## src/rtl/fetch_unit.sv

```systemverilog
// Instruction fetch stage: owns the PC, fetches over a req/ack handshake, holds the
// instruction for the decoder and selects the next PC on commit.
module fetch_unit #(
    parameter logic [31:0] RESET_PC = 32'h0000_0000
) (
    input  logic        clk_i,
    input  logic        reset_i,
    output logic        imem_req_o,
    output logic [31:0] imem_addr_o,
    input  logic        imem_ack_i,
    input  logic [31:0] imem_rdata_i,
    output logic [31:0] instr_o,
    output logic        instr_valid_o,
    output logic [31:0] pc_o,
    output logic [31:0] pc_plus4_o,
    input  logic        commit_i,
    input  logic [1:0]  pc_src_i,
    input  logic [15:0] br_imm_i,
    input  logic [25:0] j_imm_i,
    input  logic [31:0] jr_target_i,
    output logic        fault_o,
    output logic [31:0] fault_pc_o,
    output logic [31:0] retire_count_o
);

    typedef enum logic [1:0] {
        S_RESET,
        S_FETCH,
        S_HOLD,
        S_FAULT
    } state_e;

    state_e      state_q, state_d;
    logic [31:0] pc_q, pc_d;
    logic [31:0] instr_q, instr_d;
    logic        fault_q, fault_d;
    logic [31:0] fault_pc_q, fault_pc_d;
    logic [31:0] retire_q, retire_d;
    logic [31:0] pc_plus4;
    logic [31:0] next_pc;

    assign pc_plus4 = pc_q + 32'd4;

    always_comb begin
        next_pc = pc_plus4;
        case (pc_src_i)
            2'b00:   next_pc = pc_plus4;
            2'b01:   next_pc = pc_plus4 + {{14{br_imm_i[15]}}, br_imm_i, 2'b00};
            2'b10:   next_pc = {pc_plus4[31:28], j_imm_i, 2'b00};
            default: next_pc = jr_target_i;
        endcase
    end

    // Only the HOLD state reacts to commit and only FETCH reacts to ack, so stray
    // handshakes in other states fall through to the hold-everything defaults.
    always_comb begin
        state_d    = state_q;
        pc_d       = pc_q;
        instr_d    = instr_q;
        fault_d    = fault_q;
        fault_pc_d = fault_pc_q;
        retire_d   = retire_q;
        case (state_q)
            S_RESET: state_d = S_FETCH;
            S_FETCH: begin
                if (imem_ack_i) begin
                    instr_d = imem_rdata_i;
                    state_d = S_HOLD;
                end
            end
            S_HOLD: begin
                if (commit_i) begin
                    retire_d = retire_q + 32'd1;
                    if (next_pc[1:0] == 2'b00) begin
                        pc_d    = next_pc;
                        state_d = S_FETCH;
                    end else begin
                        fault_d    = 1'b1;
                        fault_pc_d = next_pc;
                        state_d    = S_FAULT;
                    end
                end
            end
            S_FAULT: state_d = S_FAULT;
            default: state_d = S_RESET;
        endcase
    end

    always_ff @(posedge clk_i) begin
        if (reset_i) begin
            state_q    <= S_RESET;
            pc_q       <= RESET_PC;
            instr_q    <= 32'd0;
            fault_q    <= 1'b0;
            fault_pc_q <= 32'd0;
            retire_q   <= 32'd0;
        end else begin
            state_q    <= state_d;
            pc_q       <= pc_d;
            instr_q    <= instr_d;
            fault_q    <= fault_d;
            fault_pc_q <= fault_pc_d;
            retire_q   <= retire_d;
        end
    end

    assign imem_req_o     = (state_q == S_FETCH);
    assign imem_addr_o    = pc_q;
    assign instr_o        = instr_q;
    assign instr_valid_o  = (state_q == S_HOLD);
    assign pc_o           = pc_q;
    assign pc_plus4_o     = pc_plus4;
    assign fault_o        = fault_q;
    assign fault_pc_o     = fault_pc_q;
    assign retire_count_o = retire_q;

endmodule

```

## config.mk

```make
export PLATFORM = sky130hd
export DESIGN_NAME = fetch_unit
export DESIGN_NICKNAME = d
export VERILOG_FILES = /design/src/rtl/fetch_unit.sv
export SDC_FILE = /design/constraint.sdc
export NUM_CORES = 1
export LEC_CHECK = 0
export BUFFER_PORTS_ARGS = -buffer_cell sky130_fd_sc_hd__buf_4
export CORE_MARGIN = 2
export CORE_UTILIZATION = 50
export DETAILED_ROUTE_END_ITERATION = 7
export PLACE_DENSITY = 0.78
export SYNTH_ARGS = -nofsm -noshare
export SYNTH_HDL_FRONTEND = slang
export SYNTH_SLANG_ARGS = --single-unit
```

## constraint.sdc

```tcl
create_clock -name clk_i -period 4.3 [get_ports clk_i]
set_input_delay 0.215 -clock clk_i [delete_from_list [all_inputs] [get_ports clk_i]]
set_output_delay 0.215 -clock clk_i [all_outputs]
set_load 0.02 [all_outputs]
```

### Yosys cells after proc, flatten, opt, wreduce, memory -nomap -nowiden

Index checks and enable logic that the tools add are counted.

| cells by class | value |
|---|---|
| $add $sub $neg | 3 |
| equality and inequality tests | 7 |
| multiplexer cells | 5 |
| bitwise logic cells | 1 |
| reductions and logical operators | 8 |

Operators with widths:

| cell | number |
|---|---|
| 32-bit case mux with 3 select lines | 1 |
| 32-bit by 1-bit adder with 32-bit output (second input constant) | 1 |
| 32-bit by 3-bit adder with 32-bit output (second input constant) | 1 |
| 32-bit adder | 1 |
| 2-bit case mux with 4 select lines | 1 |
| 2-bit == test (second input constant) | 3 |
| 2-bit zero test | 3 |
| 2-bit two-way mux | 3 |
| 2-bit AND reduction | 3 |
| 3-bit AND reduction | 2 |
| 2-bit by 1-bit == test with 1-bit output (second input constant) | 2 |
| 2-bit by 1-bit inequality test with 1-bit output (second input constant) | 2 |
| 1-bit inverter | 1 |

| storage, ports and cells | value |
|---|---|
| bits in registers | 131 |

### Logic depth before layout (Yosys ltp)

Gate-level depths: netlist (run 1).

| depth | value |
|---|---|
| depth after elaboration | 7 |
| gate-level depth with buffers | 15 |

### Worst setup path before layout (run 1)

Ideal clock, no wire load.

| timing | value |
|---|---|
| path type | register to register |
| start point | register pc_q[2] (netlist: imem_addr_o[2]) |
| end point | register fault_pc_q[31] (netlist: fault_pc_o[31]) |
| data arrival time | 4,144 ps |
| slack | 71 ps |
| cell stages (with the launch flop) | 16 |
| buffers on the path | 1 |
| period minus slack after synthesis | 4,229 ps |
| cell sequence | dfxtp_1 > ha_1 > nand4_1 > nor4_2 > nand4_1 > xnor2_1 > ha_1 > clkbuf_1 > a21oi_1 > o21bai_1 > a41oi_1 > a211oi_2 > or4b_4 > a311o_1 > a21o_1 > a211oi_1 |

| on the way | value |
|---|---|
| longest elaborated chain between the ends | 3 |

RTL lines:

| what | line | RTL |
|---|---|---|
| from (decl) | 34 | `logic [31:0] pc_q, pc_d;` |
| from (signal assigned) | 99 | `pc_q <= pc_d;` |
| 32-bit by 3-bit adder with 32-bit output | 42 | `assign pc_plus4 = pc_q + 32'd4;` |
| via pc_plus4_o[20] | 15 | `output logic [31:0] pc_plus4_o,` |
| 32-bit adder | 48 | `2'b01: next_pc = pc_plus4 + {{14{br_imm_i[15]}}, br_imm_i, 2'b00};` |
| 32-bit case mux with 3 select lines | 46 | `case (pc_src_i)` |
| to (signal assigned) | 102 | `fault_pc_q <= fault_pc_d;` |
| to (decl) | 37 | `logic [31:0] fault_pc_q, fault_pc_d;` |

The timed path passes the listed nets, and every way through them passes these cells.
A chain may end at the register's enable or synchronous reset.

### Worst setup path after layout (run 1)

| timing | value |
|---|---|
| start point | register pc_q[3] (netlist: imem_addr_o[3]) |
| end point | register fault_pc_q[31] (netlist: fault_pc_o[31]) |

| on the way | value |
|---|---|
| longest elaborated chain between the ends | 3 |

RTL lines:

| what | line |
|---|---|
| 32-bit by 3-bit adder with 32-bit output * | 42 |
| 32-bit adder | 48 |
| 32-bit case mux with 3 select lines * | 46 |

Mark *: on every way between the ends. The rest lies on a longest branch, timed or not.

==> impl_metrics.ini, run 1 <==
[status]
outcome = completed

[power]
seqPwrFrac_pct = 37.3
p_sw_mw = 0.889
cellPowerDensity_nw_per_um2 = 302
p_int_mw = 2.49
leakagePower_nw = 4.97
p_comb_share_pct = 15.9
sw_frac_of_total_pct = 26.3
clkPwrFrac_pct = 46.8
vdd_drop_max_mv = 0.299
p_total_mw = 3.38

[clock_network]
cts_root_buf = clkbuf_16
clk_pin_slew_ps = 60
insertion_delay_ps = 420
cts_tree = done
numCtsBuffers = 17
clockBufferDepth = 2
htree_levels = 4
clkSinkCount = 131

[worst_setup_path]
cp_cell_sequence = ha_1 > nand3_1 > nor2_1 > nand4_1 > xnor2_2 > ha_1 > a21oi_2 > o211ai_2 > a22oi_2 > a211oi_2 > or4b_4 > a311o_1 > a21o_1 > a211oi_1
cp_data_required_time_ps = 4620
arrival_ps = 4410
slowest_delay_ps = 550
reg2reg_depth = 14
r2r_start = imem_addr_o[3]$_SDFFE_PP0P_
cpMostUsedCell = ha_1
worstSetupPathType = flip-flop to flip-flop
r2r-end = fault_pc_o[31]$_SDFFE_PP0P_
crit_slowest_cell = or4b_4
crit_fanout = 8
crit_buf_inv = 0
path_delay_family = compound AO/OA/AOI/OAI gates
cp.depth = 14
critPathLaunchType = flip-flop
end_kind = flip-flop
r2r_slack_ps = 210

[logic_synthesis]
yosys_most_used_dff = dfxtp_1
synth_fp_nets = 1183
yosysWarnings = 0
synth_area_um2 = 8260
syn_area_per_cell_um2 = 7.96
synth_edf_count = 0
synth_cell_types = 69
synthCells = 1037
yosysSeqAreaShare_pct = 31.8
synth-seq-cells = 131
synth_async_sr_flop_share_pct = 0

[timing]
fin_skew_ps = 10.1
final-setup-viol-count = 0
min_period_over_period_pct = 95.1
worst_slew_pin_slew_ps = 1250
fin_crit_ps = 4090
max_freq_mhz = 244
slew_headroom_pct = 16.3
drv_slew = 0
final_hold_viol_count = 0
fin_ws_ps = 210

[global_route]
grt_overflow_total = 0
grt_start_max_net_pins = 81
grt_pass1_vias = 8204
grt_pass1_wl_um = 44500
antenna_found_initial = 0
grt_use_total_pct = 31.7

[detailed_routing]
drc = 0
drt_iter0_drc = 476
wirelength_um = 28700
vias = 8718
routedWlPerCell_um = 18.9
ant_nets = 0
dr.pass1.iters = 5
avgViaCountPerCell = 5.73

[flow_run]
maxCapViolCount = 0

[floorplan]
coreArea_um2 = 16000
chipWidth_um = 133
initial_core_util_pct = 51.6
die_area_um2 = 17600
num_rows = 46
dieHeight_um = 133
io_pins = 307

[cells_and_area]
syn_to_final_growth_pct = 35.6
diodes = 0
finalNetCount = 1440
final_layout_size_suffix_gt1_share_pct = 30.7

[min_path]
min_to = instr_o[5]$_SDFFE_PP0P_
min_from = imem_rdata_i[5]
hold_depth = 3
hp-class = input port to flip-flop

[placement]
dp_hpwl_um = 21500
dpl_worst_slack_ps = 231
gp_congestion = 0.955
portBuffers = 306
==> cell usage after synthesis (all sizes together) (2+ instances only) <==
cell     number  area, um2
inv          20       75.1
nand3        27        135
o21a          5       37.5
nand4        22        144
nand2       174        653
a21boi        4       30.0
xnor2        40        350
nand2b        5       31.3
a211o         4       35.0
a41oi         2       17.5
nor3b         3       27.5
a21oi       111        571
a21o         11       82.6
dfxtp       131       2620
nor4          6       50.0
o2111ai       2       17.5
clkbuf       39        146
o21bai        9       71.3
a311oi        3       26.3
o31ai         4       30.0
o211ai        8       65.1
or3          11       68.8
xor2         28        245
mux2i        16        160
a31oi         4       25.0
a22oi         2       20.0
and4         11       98.8
mux4         14        315
o21ai        44        220
and3         16        100
nor3         21        116
nand3b       18        135
o31a          4       35.0
a2111oi       2       17.5
and2         10       62.6
o41ai         4       35.0
nor2         77        289
nor2b         6       37.5
a211oi       18        153
ha           33        413
buf          56        374
==> layout make-up <==
type,instances,area [um2]
Clock buffer,20,467
Clock inverter,11,176
Fill cell,1350,4800
Inverter,21,78.8
Multi-Input combinational cell,790,5080
Sequential cell,131,2620
Tap cell,216,270
Timing Repair Buffer,333,2500
==> layout by cell type (no fill, tap or decap), types with 10 or more instances in the layout <==
master | netlist | layout
buf_4 | 34 | 333
nand2_1 | 174 | 174
dfxtp_1 | 131 | 131
a21oi_1 | 107 | 107
nor2_1 | 77 | 76
xnor2_1 | 40 | 38
o21ai_0 | 37 | 37
ha_1 | 33 | 33
xor2_1 | 28 | 28
nand3_1 | 27 | 27
nand4_1 | 21 | 21
inv_1 | 20 | 20
nor3_1 | 20 | 20
nand3b_1 | 18 | 18
clkbuf_16 | 0 | 17
and3_1 | 16 | 16
a211oi_1 | 16 | 16
mux2i_1 | 16 | 16
mux4_2 | 14 | 14
a21o_1 | 11 | 11
or3_1 | 11 | 11
and4_1 | 10 | 10
and2_1 | 10 | 10
==> worst max-delay path by stage <==
stage                                start                            to  slack (ps)
3_3_place_gp   imem_addr_o[4]$_SDFFE_PP0P_   fault_pc_o[31]$_SDFFE_PP0P_         280
6_report       imem_addr_o[3]$_SDFFE_PP0P_   fault_pc_o[31]$_SDFFE_PP0P_         210
5_1_grt        imem_addr_o[2]$_SDFFE_PP0P_  imem_addr_o[31]$_SDFFE_PP0P_         -50
3_5_place_dp   imem_addr_o[2]$_SDFFE_PP0P_   fault_pc_o[31]$_SDFFE_PP0P_         230
4_1_cts        imem_addr_o[2]$_SDFFE_PP0P_   fault_pc_o[31]$_SDFFE_PP0P_         160
2_1_floorplan  imem_addr_o[2]$_SDFFE_PP0P_   fault_pc_o[31]$_SDFFE_PP0P_          70
==> layer usage <==
metal  track usage (%)  vias up  wire length (um)  share of wire (%)
met2              52.3      423             13700                 48
met5                 0        -                 0                  0
met1              38.3     4055             11400                 40
met3              6.93       92              2140                7.4
li1                  -     4148                 -                  -
met4              18.0        0              1470                5.1
==> power groups by stage <==
stage / registers [mW] / clock network (mW) / logic (mW)
2_1_floorplan: 1.32 / 0 / 0.283
3_3_place_gp: 1.29 / 0 / 0.525
3_5_place_dp: 1.29 / 0 / 0.528
4_1_cts: 1.26 / 1.60 / 0.531
5_1_grt: 1.26 / 1.65 / 0.573
6_report: 1.26 / 1.58 / 0.536
==> stage by stage <==
step                TNS (ps)  instances  utilization, %  cell area [um2]  hold slack [ps]
global placement           0       1488            65.5            10500              443
detailed placement         0       1488            65.5            10500              447
CTS                        0       1519            69.6            11100             31.1
floorplan                  0       1037               -             8260              351
finish                     0       1522            70.0            11200             39.8
global route           -54.6       1522            70.0            11200             29.7
==> state kept, by name, indices dropped and copies added, names as in the netlist <==
register and cells:
fault_pc_o 32, imem_addr_o 32, instr_o 32, state_q 2, fault_o 1, retire_count_o 32
==> worst reg2reg max path: stages, from the launching register on <==
cell	delay, ps
dfxtp_1	340
ha_1	220
nand3_1	130
nor2_1	260
nand4_1	190
xnor2_2	280
ha_1	390
a21oi_2	250
o211ai_2	130
a22oi_2	370
a211oi_2	190
or4b_4	550
a311o_1	280
a21o_1	210
a211oi_1	200
==> cell families after synthesis <==
| kind of cell | share of synthesized area, % |
|---|---|
| and+or+nand+nor | 24.0 |
| buffers and inverters | 7.26 |
| DFF | 31.8 |
| xor gates and xnor gates | 7.21 |
| muxes | 5.89 |
| AOI/OAI and AO/OA | 18.7 |
| adders and majority gates | 5.24 |
==> timing repair <==
action,4_1_cts,5_1_grt
resized for setup,0,7
hold buffers,0,0
setup endpoints to repair,0,6
setup buffers,0,3
Note: power is estimated with default switching activity, not from simulation.
==> run 2: changes to the inputs <==
--- a/config.mk
+++ b/config.mk
@@ -9,7 +9,9 @@
 export CORE_MARGIN = 2
 export CORE_UTILIZATION = 50
 export DETAILED_ROUTE_END_ITERATION = 7
+export HOLD_SLACK_MARGIN = 0.1
 export PLACE_DENSITY = 0.78
+export SLEW_MARGIN = 15
 export SYNTH_ARGS = -nofsm -noshare
 export SYNTH_HDL_FRONTEND = slang
 export SYNTH_SLANG_ARGS = --single-unit
==> run 2 against run 1 <==
Compared with the run above:
- utilization rose by 2.1 points
- critical path type unchanged
- die area did not move
- sequential power barely moved
- final area rose by 3.0%
- clock-buffer cell count did not move
- highest routed layer unchanged
- total power rose by 0.95%
- non-clock buffer count rose by 33
- routed wire length rose by 4.0%
- hold slack improved by 75 ps
==> impl_metrics.ini, run 2 (synthesis results as in run 1) <==
[power]
p_sw_mw = 0.901
cellPowerDensity_nw_per_um2 = 296
clkPwrFrac_pct = 46.4
p_comb_share_pct = 16.6
leakagePower_nw = 5.11
seqPwrFrac_pct = 37.0
sw_frac_of_total_pct = 26.4
p_int_mw = 2.51
vdd_drop_max_mv = 0.301

[detailed_routing]
drt_iter0_drc = 529
ant_nets = 0
wirelength_um = 29900
routedWlPerCell_um = 19.2
drc = 0
vias = 9014
dr.pass1.iters = 5
avgViaCountPerCell = 5.80

[cells_and_area]
final_layout_size_suffix_gt1_share_pct = 30.1
finalNetCount = 1473
final_common_cell = buf_4
final_cell_mix = buf_4, nand2_1, dfxtp_1, a21oi_1, nor2_1
syn_to_final_growth_pct = 39.6
diodes = 0

[global_route]
antenna_found_initial = 0
grt_overflow_total = 0
grt_pass1_wl_um = 46200
grt_use_total_pct = 33.0
grt_start_max_net_pins = 81
grt_pass1_vias = 8564

[status]
outcome = completed

[placement]
dpl_worst_slack_ps = 231
dp_hpwl_um = 21500
gp_congestion = 0.955
portBuffers = 306

[worst_setup_path]
crit_slowest_cell = or4b_4
cpMostUsedCell = ha_1
worstSetupPathType = flip-flop to flip-flop
slowest_delay_ps = 550
critPathLaunchType = flip-flop
arrival_ps = 4390
cp_data_required_time_ps = 4620
cp_cell_sequence = ha_1 > nand3_1 > nor2_1 > nand4_1 > xnor2_2 > ha_1 > a21oi_2 > o211ai_2 > a22oi_2 > a211oi_2 > or4b_4 > a311o_1 > a21o_1 > a211oi_1
crit_fanout = 8
end_kind = flip-flop

[clock_network]
clockBufferDepth = 2
clkSinkCount = 131
numCtsBuffers = 17
cts_tree = done
clk_pin_slew_ps = 60
insertion_delay_ps = 420
htree_levels = 4
cts_root_buf = clkbuf_16

[timing]
fin_skew_ps = 8.69
min_period_over_period_pct = 94.5
fin_tns_setup_ps = 0
slew_headroom_pct = 30.4
fin_ws_ps = 235
worst_slew_pin_slew_ps = 1040
holdWs_ps = 115
drv_slew = 0
max_freq_mhz = 246
final_hold_viol_count = 0
final-setup-viol-count = 0
fin_crit_ps = 4060

[floorplan]
chipWidth_um = 133
initial_core_util_pct = 51.6
num_rows = 46
dieHeight_um = 133
io_pins = 307
coreArea_um2 = 16000
die_area_um2 = 17600

[flow_run]
maxCapViolCount = 0

[min_path]
hp-class = input port to flip-flop
run 2: worst paths after layout:
kind                                             startpoint                          end  slack [ps]  depth (start not counted)
worst max-delay path            imem_addr_o[3]$_SDFFE_PP0P_  fault_pc_o[31]$_SDFFE_PP0P_         240                         14
worst min-delay path                             imem_ack_i      state_q[1]$_SDFFE_PP0P_         110                          3
worst max register to register  imem_addr_o[3]$_SDFFE_PP0P_  fault_pc_o[31]$_SDFFE_PP0P_         240                         14
worst min register to register   fault_pc_o[1]$_SDFFE_PP0P_   fault_pc_o[1]$_SDFFE_PP0P_         460                          2
run 2: area by class of cell:
cell class                      instances  area (um2)
Multi-Input combinational cell        790        5090
Fill cell                            1272        4470
Timing Repair Buffer                  366        2830
Clock buffer                           20         467
Tap cell                              216         270
Inverter                               21        78.8
Sequential cell                       131        2620
Clock inverter                         11         176
run 2: critical path, delay by kind of cell (launching register included):
kind	cells	cell delay, ps
compound gates	7	1600
simple gates	4	1120
fa+ha+maj	2	610
flops	1	340
xor+xnor	1	280
run 2: power by group through the flow:
stage	registers, mW	clock network, mW	logic (mW)
after detailed placement	1.29	0	0.528
after CTS	1.26	1.60	0.556
final	1.26	1.58	0.567
after floorplan	1.32	0	0.283
after global placement	1.29	0	0.525
after global routing	1.26	1.65	0.604
run 2: stage by stage:
stage	instances	util, %	total power, mW	cell area, um2
after floorplan	1037	-	1.60	8260
after global placement	1488	65.5	1.81	10500
after detailed placement	1488	65.5	1.82	10500
after CTS	1552	71.6	3.41	11500
after global routing	1555	72.1	3.52	11500
final	1555	72.1	3.41	11500
run 2: repair_timing:
item                       4_1_cts  5_1_grt
hold endpoints to repair        33        0
hold buffers                    33        0
buffers inserted                 0        3
setup endpoints to repair        0        6
gates resized for setup          0        7
run 2: per-layer routing:
layer / vias to the layer above / global-route usage (%) / wire length [um]
met4: 0 / 19.2 / 1660
met2: 458 / 55.0 / 14300
met1: 4221 / 39.1 / 11700
li1: 4222 / - / -
met3: 113 / 7.16 / 2210
met5: - / 0 / 0
